==> src/rtl/sync_fifo_param.sv <==
// Single-clock parametrised FIFO with standard or first-word-fall-through read,
// registered occupancy flags, synchronous flush and sticky overflow/underflow flags.
module sync_fifo_param #(
  parameter int DATA_SIZE = 8,
  parameter int ADDR_SIZE = 4,
  parameter int FWFT      = 0,
  parameter int AF_LEVEL  = (1 << ADDR_SIZE) - 2,
  parameter int AE_LEVEL  = 1
) (
  input  logic                 clk,
  input  logic                 reset,
  input  logic                 flush,
  input  logic                 wr_en,
  input  logic [DATA_SIZE-1:0] din,
  input  logic                 rd_en,
  output logic [DATA_SIZE-1:0] dout,
  output logic                 dout_valid,
  output logic                 full,
  output logic                 empty,
  output logic                 almost_full,
  output logic                 almost_empty,
  output logic [ADDR_SIZE:0]   count,
  output logic                 overflow,
  output logic                 underflow,
  input  logic                 err_clr
);

  localparam int DEPTH = 1 << ADDR_SIZE;
  localparam logic [ADDR_SIZE:0] CNT_ONE   = {{ADDR_SIZE{1'b0}}, 1'b1};
  localparam logic [ADDR_SIZE:0] CNT_DEPTH = {1'b1, {ADDR_SIZE{1'b0}}};
  localparam logic [ADDR_SIZE:0] AF_CNT    = AF_LEVEL[ADDR_SIZE:0];
  localparam logic [ADDR_SIZE:0] AE_CNT    = AE_LEVEL[ADDR_SIZE:0];

  if (AF_LEVEL <= 0 || AF_LEVEL > DEPTH) begin : g_bad_af_level
    $error("sync_fifo_param: AF_LEVEL must satisfy 0 < AF_LEVEL <= DEPTH");
  end
  if (AE_LEVEL < 0 || AE_LEVEL >= DEPTH) begin : g_bad_ae_level
    $error("sync_fifo_param: AE_LEVEL must satisfy 0 <= AE_LEVEL < DEPTH");
  end

  logic [DATA_SIZE-1:0] mem_q [DEPTH];

  logic [ADDR_SIZE:0]   wr_ptr_q, wr_ptr_d;
  logic [ADDR_SIZE:0]   rd_ptr_q, rd_ptr_d;
  logic [ADDR_SIZE:0]   count_q, count_d;
  logic                 full_q, full_d;
  logic                 empty_q, empty_d;
  logic                 almost_full_q, almost_full_d;
  logic                 almost_empty_q, almost_empty_d;
  logic [DATA_SIZE-1:0] dout_q, dout_d;
  logic                 dout_valid_q, dout_valid_d;
  logic                 overflow_q, overflow_d;
  logic                 underflow_q, underflow_d;
  logic                 wr_acc, rd_acc, mem_we;
  logic [DATA_SIZE-1:0] head_word;

  assign head_word = mem_q[rd_ptr_q[ADDR_SIZE-1:0]];

  always_comb begin
    wr_acc         = wr_en & ~full_q & ~flush;
    rd_acc         = rd_en & ~empty_q & ~flush;
    mem_we         = wr_acc & reset;
    wr_ptr_d       = wr_ptr_q;
    rd_ptr_d       = rd_ptr_q;
    count_d        = count_q;
    dout_d         = dout_q;
    dout_valid_d   = 1'b0;
    overflow_d     = overflow_q;
    underflow_d    = underflow_q;

    if (flush) begin
      wr_ptr_d = '0;
      rd_ptr_d = '0;
      count_d  = '0;
    end else begin
      if (wr_acc) wr_ptr_d = wr_ptr_q + CNT_ONE;
      if (rd_acc) rd_ptr_d = rd_ptr_q + CNT_ONE;
      if (wr_acc && !rd_acc) count_d = count_q + CNT_ONE;
      if (rd_acc && !wr_acc) count_d = count_q - CNT_ONE;
      if (rd_acc && FWFT == 0) begin
        dout_d       = head_word;
        dout_valid_d = 1'b1;
      end
    end

    // Clear first so that a same-cycle error event wins over err_clr.
    if (err_clr) begin
      overflow_d  = 1'b0;
      underflow_d = 1'b0;
    end
    if (wr_en && full_q && !flush)  overflow_d  = 1'b1;
    if (rd_en && empty_q && !flush) underflow_d = 1'b1;

    full_d         = (count_d == CNT_DEPTH);
    empty_d        = (count_d == '0);
    almost_full_d  = (count_d >= AF_CNT);
    almost_empty_d = (count_d <= AE_CNT);
  end

  always_ff @(posedge clk) begin
    if (!reset) begin
      wr_ptr_q       <= '0;
      rd_ptr_q       <= '0;
      count_q        <= '0;
      full_q         <= 1'b0;
      empty_q        <= 1'b1;
      almost_full_q  <= 1'b0;
      almost_empty_q <= 1'b1;
      dout_q         <= '0;
      dout_valid_q   <= 1'b0;
      overflow_q     <= 1'b0;
      underflow_q    <= 1'b0;
    end else begin
      wr_ptr_q       <= wr_ptr_d;
      rd_ptr_q       <= rd_ptr_d;
      count_q        <= count_d;
      full_q         <= full_d;
      empty_q        <= empty_d;
      almost_full_q  <= almost_full_d;
      almost_empty_q <= almost_empty_d;
      dout_q         <= dout_d;
      dout_valid_q   <= dout_valid_d;
      overflow_q     <= overflow_d;
      underflow_q    <= underflow_d;
    end
  end

  always_ff @(posedge clk) begin
    if (mem_we) mem_q[wr_ptr_q[ADDR_SIZE-1:0]] <= din;
  end

  // In FWFT mode the head word is presented combinationally from the array.
  always_comb begin
    if (FWFT != 0) begin
      dout       = empty_q ? '0 : head_word;
      dout_valid = ~empty_q;
    end else begin
      dout       = dout_q;
      dout_valid = dout_valid_q;
    end
  end

  assign full         = full_q;
  assign empty        = empty_q;
  assign almost_full  = almost_full_q;
  assign almost_empty = almost_empty_q;
  assign count        = count_q;
  assign overflow     = overflow_q;
  assign underflow    = underflow_q;

endmodule

==> config.mk <==
export PLATFORM = sky130hd
export DESIGN_NAME = sync_fifo_param
export DESIGN_NICKNAME = d
export VERILOG_FILES = /design/src/rtl/sync_fifo_param.sv
export SDC_FILE = /design/constraint.sdc
export NUM_CORES = 1
export LEC_CHECK = 0
export BUFFER_PORTS_ARGS = -buffer_cell sky130_fd_sc_hd__buf_2
export CAP_MARGIN = 20
export CORE_ASPECT_RATIO = 0.75
export CORE_MARGIN = 4
export CORE_UTILIZATION = 30
export CTS_BUF_LIST = sky130_fd_sc_hd__clkbuf_4
export DETAILED_ROUTE_END_ITERATION = 7
export PLACE_DENSITY = 0.57
export SETUP_SLACK_MARGIN = 0.3
export SYNTH_ARGS = -nofsm -noshare
export SYNTH_HDL_FRONTEND = slang
export SYNTH_SLANG_ARGS = --single-unit
export TNS_END_PERCENT = 50
==> constraint.sdc <==
create_clock -name clk -period 2.2 [get_ports clk]
set_input_delay 0.44 -clock clk [delete_from_list [all_inputs] [get_ports clk]]
set_output_delay 0.44 -clock clk [all_outputs]
set_load 0.02 [all_outputs]
# Word level (Yosys, flattened, before mapping)
# Memory sizes are Yosys's and may differ from the RTL's. A register that Yosys moved wholly into a read port is not among the register bits.
# Cells that the tools add are included.
# W data, S select, Z words.
dict set report classes {
  n_reduce_logical 15
  magnitude_cmp 2
  mux 9
  eq_ne 1
  n_addsub 4
  bitwise_logic 9
}
# operator count
set op_table {}
lappend op_table {{$add A5 B1 Y5 const B} 3}
lappend op_table {{$mux W5} 3}
lappend op_table {{$logic_and A1 B1 Y1} 6}
lappend op_table {{$mux W1} 6}
lappend op_table {{$and A1 B1 Y1} 5}
lappend op_table {{$eq A5 B5 Y1 const B} 1}
lappend op_table {{$ge A5 B4 Y1 const B} 1}
lappend op_table {{$le A5 B1 Y1 const B} 1}
lappend op_table {{$logic_not A5 Y1} 1}
lappend op_table {{$sub A5 B1 Y5 const B} 1}
lappend op_table {{$logic_not A1 Y1} 4}
lappend op_table {{$not A1 Y1} 4}
lappend op_table {{$reduce_bool A2 Y1} 2}
lappend op_table {{$reduce_and A2 Y1} 1}
lappend op_table {{$reduce_or A2 Y1} 1}
dict set report totals {
  wordCells 51
  mem_count 1
  mem_bits_rw 128
  reg_bits 22
}
# memory words width read_ports rd_ports_with_merged_regs write_ports line
set mem_list {}
lappend mem_list {mem_q 16 8 1 1 1 41} ;# logic [DATA_SIZE-1:0] mem_q [DEPTH];

# Depth between registers and ports, before layout
# Gate-level depths: netlist of run 1.
dict set report depth {
  ltp_word 9
  depth_mapped 7
  ltp_nobuf 7
}

# Worst setup path before layout of run 1
# Ideal clock, no wire load.
dict set report synth_timing {
  kind {input-to-reg}
  from {input flush}
  to {memory mem_q[3][0], enable pin}
  path_buffers 0
  cell_stages 4
  path_slack_ns 0.246
  t_required_ns 1.817
  arrival_ns 1.571
  cell_sequence {nor2_1 and3_1 nand2_1 nor3_1}
}
dict set report synth_between {
  elab_chain_cells 5
}
# item line
set synth_lines {}
lappend synth_lines {{start: declaration} 12} ;# input logic flush,
lappend synth_lines {{$not A1 Y1 (no line)} -}
lappend synth_lines {{$and A1 B1 Y1} 60} ;# wr_acc = wr_en & ~full_q & ~flush;
lappend synth_lines {{$and A1 B1 Y1} 62} ;# mem_we = wr_acc & reset;
lappend synth_lines {{$mux W1} 129} ;# if (mem_we) mem_q[wr_ptr_q[ADDR_SIZE-1:0]] <= din;
lappend synth_lines {{$mux W1 (implied by the code)} 129}
lappend synth_lines {{end: declaration} 41}
# Every way passes these cells.

# Final worst setup path of run 1
dict set report layout_timing {
  from {register count_q[1], in the netlist count[1]}
  to {register empty_q, in the netlist empty}
}
dict set report layout_between {
  elab_chain_cells 5
  word_cells_on_any_way 6
}
# item line
set layout_lines {}
lappend layout_lines {{start: declaration} 45} ;# logic [ADDR_SIZE:0] count_q, count_d;
lappend layout_lines {{start signal: assignment} 116} ;# count_q <= count_d;
lappend layout_lines {{$add A5 B1 Y5} 78} ;# if (wr_acc && !rd_acc) count_d = count_q + CNT_ONE;
lappend layout_lines {{$mux W5} 78}
lappend layout_lines {{$mux W5 (*)} 79} ;# if (rd_acc && !wr_acc) count_d = count_q - CNT_ONE;
lappend layout_lines {{$mux W5 (*)} 71} ;# if (flush) begin
lappend layout_lines {{$logic_not A5 Y1 (*)} 95} ;# empty_d = (count_d == '0);
lappend layout_lines {{end signal: assignment} 118} ;# empty_q <= empty_d;
lappend layout_lines {{end: declaration} 47} ;# logic empty_q, empty_d;
# Every way passes the cells marked *; elsewhere a longest branch is shown, timed or not.
# A chain may end at the register's enable or synchronous reset.

==> results of run 1 <==
## how the worst max path moves through the flow
stage                            from           to  slack, ns  depth (start not counted)
final                        count[1]        empty       0.39                          6
after global routing         count[1]        empty       0.30                          6
after CTS                 rd_ptr_q[0]      dout[5]       0.34                          6
after detailed placement        flush  almost_full       0.20                          6
after global placement          flush  mem_q[1][0]       0.28                          6
after floorplan                 flush  mem_q[2][0]       0.25                          4
## critical path, cell delays in order, from the launching register on
cell     delay (ns)
dfxtp_2        0.42
inv_1          0.09
ha_1           0.34
or3_1          0.38
nand3_1        0.08
a41oi_1        0.17
o31ai_1        0.25
## state kept, by name (all words and copies together) (netlist names)
register and cells:
empty 1, dout_valid 1, underflow 1, almost_full 1
almost_empty 1, full 1, count 5, mem_q 128
dout 8, rd_ptr_q 4, wr_ptr_q 4, overflow 1
## layout make-up
type,count,area (µm²),share of cell area [%]
inverters,7,26.28,0.3622
well taps,282,352.8,4.864
multi-input cells,195,1720,23.72
clock buffers,21,157.7,2.173
repair buffers,61,417.9,5.761
flip-flops and latches,156,4407,60.75
clock inverters,11,170.2,2.346
diodes,1,2.502,0.03449
## kinds of logic (layout without fill, tap and decap cells)
family / count (synthesis) / after routing / share of synthesized area, %
AOI/OAI and AO/OA: 41 / 41 / 4.785
xor gates and xnor gates: 9 / 9 / 1.266
adders and majority gates: 7 / 7 / 1.407
buffers and inverters: 26 / 100 / 1.850
DFF: 156 / 156 / 70.77
muxes: 34 / 34 / 11.98
other: 0 / 1 / 0
and+or+nand+nor: 104 / 104 / 7.941
## power breakdown
part | internal [mW] | switching, mW
registers | 3.20 | 0.00995
logic | 0.0720 | 0.125
clock network | 0.958 | 0.988
## repair_timing
action / CTS / global route
cloned: 0 / 1
resized for setup: 1 / 2
setup endpoints to repair: 1 / 11
setup buffers: 0 / 1
## routing by layer
metal | GRT usage (%) | up-vias | wire, µm
met5 | 0 | - | 0
met4 | 3.297 | 0 | 106
met3 | 2.742 | 9 | 734
met2 | 16.37 | 86 | 5788
met1 | 17.36 | 1770 | 6479
li1 | - | 1587 | -
## metrics by stage
stage | util [%] | setup slack (ns) | area, µm² | total power [mW] | hold slack [ns]
after floorplan | - | 0.2469 | 6233 | 3.385 | 0.4658
after global placement | 33.87 | 0.2771 | 6884 | 3.468 | 0.4471
after detailed placement | 33.87 | 0.2014 | 6884 | 3.473 | 0.4442
after CTS | 35.49 | 0.3357 | 7213 | 5.393 | 0.1327
after global routing | 35.69 | 0.2983 | 7254 | 5.557 | 0.1259
final | 35.69 | 0.3928 | 7254 | 5.355 | 0.1774
## placed cells by master, fill, tap and decap left out, types with 2 or more instances in the layout
cell       count
edfxtp_1     128
nand2_1       43
buf_2         33
mux4_2        32
dfxtp_1       26
buf_4         25
nor2_1        24
clkbuf_4      21
a22oi_1       16
o21ai_1        7
a21oi_1        7
ha_1           7
inv_1          6
nand2b_1       6
nor2b_1        6
xnor2_1        5
nand3_1        5
xor2_1         4
bufinv_16      4
and2_1         3
nand4_1        3
nor3_2         2
nor3_1         2
o21ai_0        2
nand2b_2       2
nor4_1         2
o41ai_2        2
nand3b_1       2
clkinv_2       2
clkinv_4       2
dfxtp_2        2
buf_12         2
==> metrics, run 1 <==
status=completed; Hold Path Class=in2reg; Hold Buf Count CTS=0; core area=20330 µm²; area leader, netlist=edfxtp_1; Post-Route WL=13.11 mm; Final setup viols=0; CTS HTree Levels=4; Yosys cell types=42; Reg2Reg Capture Point=empty; number of synthesized register bits=156; first-pass GRT wire length=20.05 mm; cell count after placement=699; sequential area share after synthesis=70.77%; CP Max Fanout=7; Slew @ Worst Pin=0.6997 ns; Skew-Pair Late Insertion Delay=0.54 ns; relative slew slack=53.26%; CTS clock-pin slew for the worst setup and hold paths=0.13 ns; initial cell density of the core=30.62%; final hold vios=0; synthesized area per cell=16.51 µm²; Clock Skews=0.03422 ns; CP Launch Type=flip-flop; Wirelength per Cell=17.86 µm; share of post-route cells with drive strength above 1=30.60%; routed vias/inst=4.703; Core Rows=45; Final #Nets=459; DRC Markers=0; initial antenna violation count=1; Mapped Cells=377; Critical Path Sink Type=flip-flop; routability cong.=0.7819; die area=23140 µm²; largest net degree at the start of global routing=36; initial DRC count=344; Buffers on Ports=33; top cells by area, synth=edfxtp_1, mux4_2, dfxtp_1, nand2_1, a22oi_1; Non-Filler Instances=734; Hold Path Depth=3; DR vias=3452; CTS Buf Count=17; Die H=132.7 µm; Pins Over Slew Limit=0; number of global-route vias before repair=3412; yosys warns=0; setup TNS=0 ns; Synth Net Count=398; RR Startpoint=count[1]; area delta synth->final=16.57%; Clock Tree Buf Depth=2; first-pass detailed-route iteration total=5; root buffer cell=clkbuf_4; peak supply drop=0.0003135 V; # clock sinks=156; Syn Std Cell Area=6223 µm²; max-cap violation count=0; hold endpoint=underflow; P per Cell Area=738.1 nW/µm²; CTS tree=yes; ys async rst share=0%; IO Count=34; grt ovf=0; Post-synth EDFFs=128; kind of critical path=reg2reg; Die Wd=174.3 µm; CP required=2.65 ns; Hold Crit Start=err_clr; top-area cell type share of the netlist area=61.76%; Fmax achieved=553.4 MHz; R2R depth=6; hpwl dp=8.777 mm; Synth Flop Type=edfxtp_1; P_leak=2.377 nW; unrepaired setup endpoints after global routing=no; DRT antenna net count=0; Period minus WS final=1.807 ns; gr usage total=11.46%; r2r setup slk=0.39 ns; Arr. time, crit path=2.26 ns; Final Cycle Share=82.14%; top post-synthesis cells by count=edfxtp_1, nand2_1, mux4_2; top-count cell post-synth=edfxtp_1; fillcell total=1906
No activity file was read; power rests on OpenSTA's default activity.
==> run 2, diff against run 1 <==
Settings changed: ABC_AREA from default to 1.
Clock period 2.2 ns to 1.7 ns, I/O delays scaled along.
==> run 2 against run 1 <==
Flip-flop and latch count is the same. Area after synthesis is 5.9% higher. Combinational power increased to 3.8 times the previous value. Clock skew is 0.024 ns lower. Count of clock-buffer cells in the layout down 4. Worst hold slack lost 0.13 ns. Global-route usage rose by 4.2 points. Cell count up 32%. Setup slack lost 0.35 ns. Highest routed layer unchanged.
==> metrics, run 2 <==
status=completed; top post-synthesis cells by count=edfxtp_1, nor2_1, o21ai_0; initial antenna violation count=0; DRT antenna net count=0; synthesized area per cell=11.17 µm²; Wirelength per Cell=19.37 µm; Fmax achieved=604.8 MHz; DRC Markers=0; Clock Tree Buf Depth=2; final hold vios=0; first-pass detailed-route iteration total=5; CP Launch Type=flip-flop; yosys warns=0; Diodes inserted=0; CP Max Fanout=24; Arr. time, crit path=2.18 ns; Period minus WS final=1.653 ns; Post-Route WL=18.71 mm; met3 Track Usage GR=3.225%; setup TNS=0 ns; Buffers on Ports=33; P per Cell Area=857.4 nW/µm²; largest net degree at the start of global routing=36; Slew @ Worst Pin=0.4715 ns; most frequent cells in the layout=edfxtp_1, nor2_1, o21ai_0, nand2_1, nand3_1; top-area cell type share of the netlist area=58.31%; area leader, netlist=edfxtp_1; number of global-route vias before repair=4528; Util after Layout=40.03%; Mapped Cells=590; kind of critical path=reg2reg; first-pass GRT wire length=27.61 mm; top-count cell post-synth=edfxtp_1; unrepaired setup endpoints after global routing=yes; hpwl dp=11.72 mm; initial DRC count=420; max reg flops=128; Synth Flop Type=edfxtp_1; die area=24430 µm²; DR vias=4793; CTS clock-pin slew for the worst setup and hold paths=0.13 ns; IO Count=34; Skew-Pair Late Insertion Delay=0.57 ns; commonest non-fill, non-tap cell in the layout=edfxtp_1; Die Wd=179.2 µm; CTS tree=yes; Die H=136.4 µm; fillcell total=2004; CTS Buf Count=17; Clock Skews=0.009909 ns; Yosys cell types=30; root buffer cell=clkbuf_4; share of post-route cells with drive strength above 1=35.40%; top cells by area, synth=edfxtp_1, dfxtp_1, nor2_1, o21ai_0, nand3_1; Top Usage Layer GRT=met1; met2 usage=21.01%; routability cong.=0.8584; # clock sinks=156; initial cell density of the core=30.87%; Critical Path Sink Type=flip-flop; Final Cycle Share=97.26%; CP required=2.22 ns; Hold Path Class=in2reg; Core Rows=46; CTS HTree Levels=4; max-cap violation count=0; area delta synth->final=29.69%; Pins Over Slew Limit=0; Final #Nets=686; P_leak=2.958 nW; relative slew slack=68.57%; Syn Std Cell Area=6591 µm²; Post-synth EDFFs=128; number of synthesized register bits=156; gr usage total=15.64%; met1 usage=24.68%; core area=21350 µm²; ys async rst share=0%; Final setup viols=0; Synth Net Count=611; r2r setup slk=0.05 ns; sequential area share after synthesis=66.82%; routed vias/inst=4.962; grt ovf=0; peak supply drop=0.0006667 V
## run 2: changes by cell type in the layout (fill, tap and decap cells not counted), moves of 16 or more
cell / change
mux4_2: -32
nor2_4: +24
buf_6: +28
dfxtp_1: -17
o211ai_1: +24
nor2_1: +52
inv_1: +24
buf_2: -18
a22oi_1: -16
o21ai_0: +41
nand3_1: +26
## run 2: final cells by class
class | count | area, µm² | share of cell area, %
Inverter | 44 | 183.9 | 2.152
Clock inverter | 15 | 170.2 | 1.991
Multi-Input combinational cell | 360 | 2342 | 27.40
Tap cell | 288 | 360.3 | 4.215
Clock buffer | 17 | 127.6 | 1.493
Sequential cell | 156 | 4438 | 51.92
Timing Repair Buffer | 86 | 925.9 | 10.83
## run 2: metal layers
layer / vias to the layer above / wire [µm]
met2: 160 / 8007
li1: 2234 / -
met1: 2373 / 9226
met3: 26 / 1197
met5: - / 0
met4: 0 / 282
## run 2: path summary, 6_finish.rpt
check	startpoint	depth (start not counted)	end
worst min register to register	underflow	2	underflow
worst min-delay path	flush	4	dout_valid
worst max-delay path	rd_ptr_q[0]	8	dout[6]
worst max register to register	rd_ptr_q[0]	8	dout[6]
## run 2: per-stage QoR
stage	worst slack, ns	area, µm²	hold slack, ns	power (mW)	cells
6_report	0.04663	8548	0.05043	7.329	966
5_1_grt	0.03325	8548	0.03415	7.584	966
4_1_cts	0.1414	8238	0.01810	7.284	958
3_5_place_dp	-0.004398	7343	0.4658	4.816	905
3_3_place_gp	0.003082	7343	0.4591	4.817	905
2_1_floorplan	0.1474	6764	0.4389	4.591	590
## run 2: worst max-delay path: stages, from the launching register on
cell      delay [ns]
dfxtp_4         0.43
inv_8           0.11
buf_8           0.20
nor2_1          0.07
o211ai_1        0.40
nand3_1         0.17
nand3_2         0.12
nand2_1         0.05
inv_1           0.05
## run 2: power by group
part	switching [mW]	internal, mW
logic	0.451	0.291
registers	0.0323	4.16
clock network	1.37	1.02
## run 2: logic make-up after synthesis
logic type                 count (synthesis)  share of synthesized area [%]
AOI/OAI and AO/OA                        134                          11.39
xor gates and xnor gates                   2                         0.2658
adders and majority gates                  7                          1.329
buffers and inverters                     74                          5.163
DFF                                      156                          66.82
and+or+nand+nor                          217                          15.03
## run 2: what timing repair did
item,CTS,global route
resized for setup,110,67
endpoints found under the setup margin,160,163
hold buffers,1,0
setup buffers,16,6
hold endpoints to repair,2,0
pin swaps,32,44
gates cloned,4,2
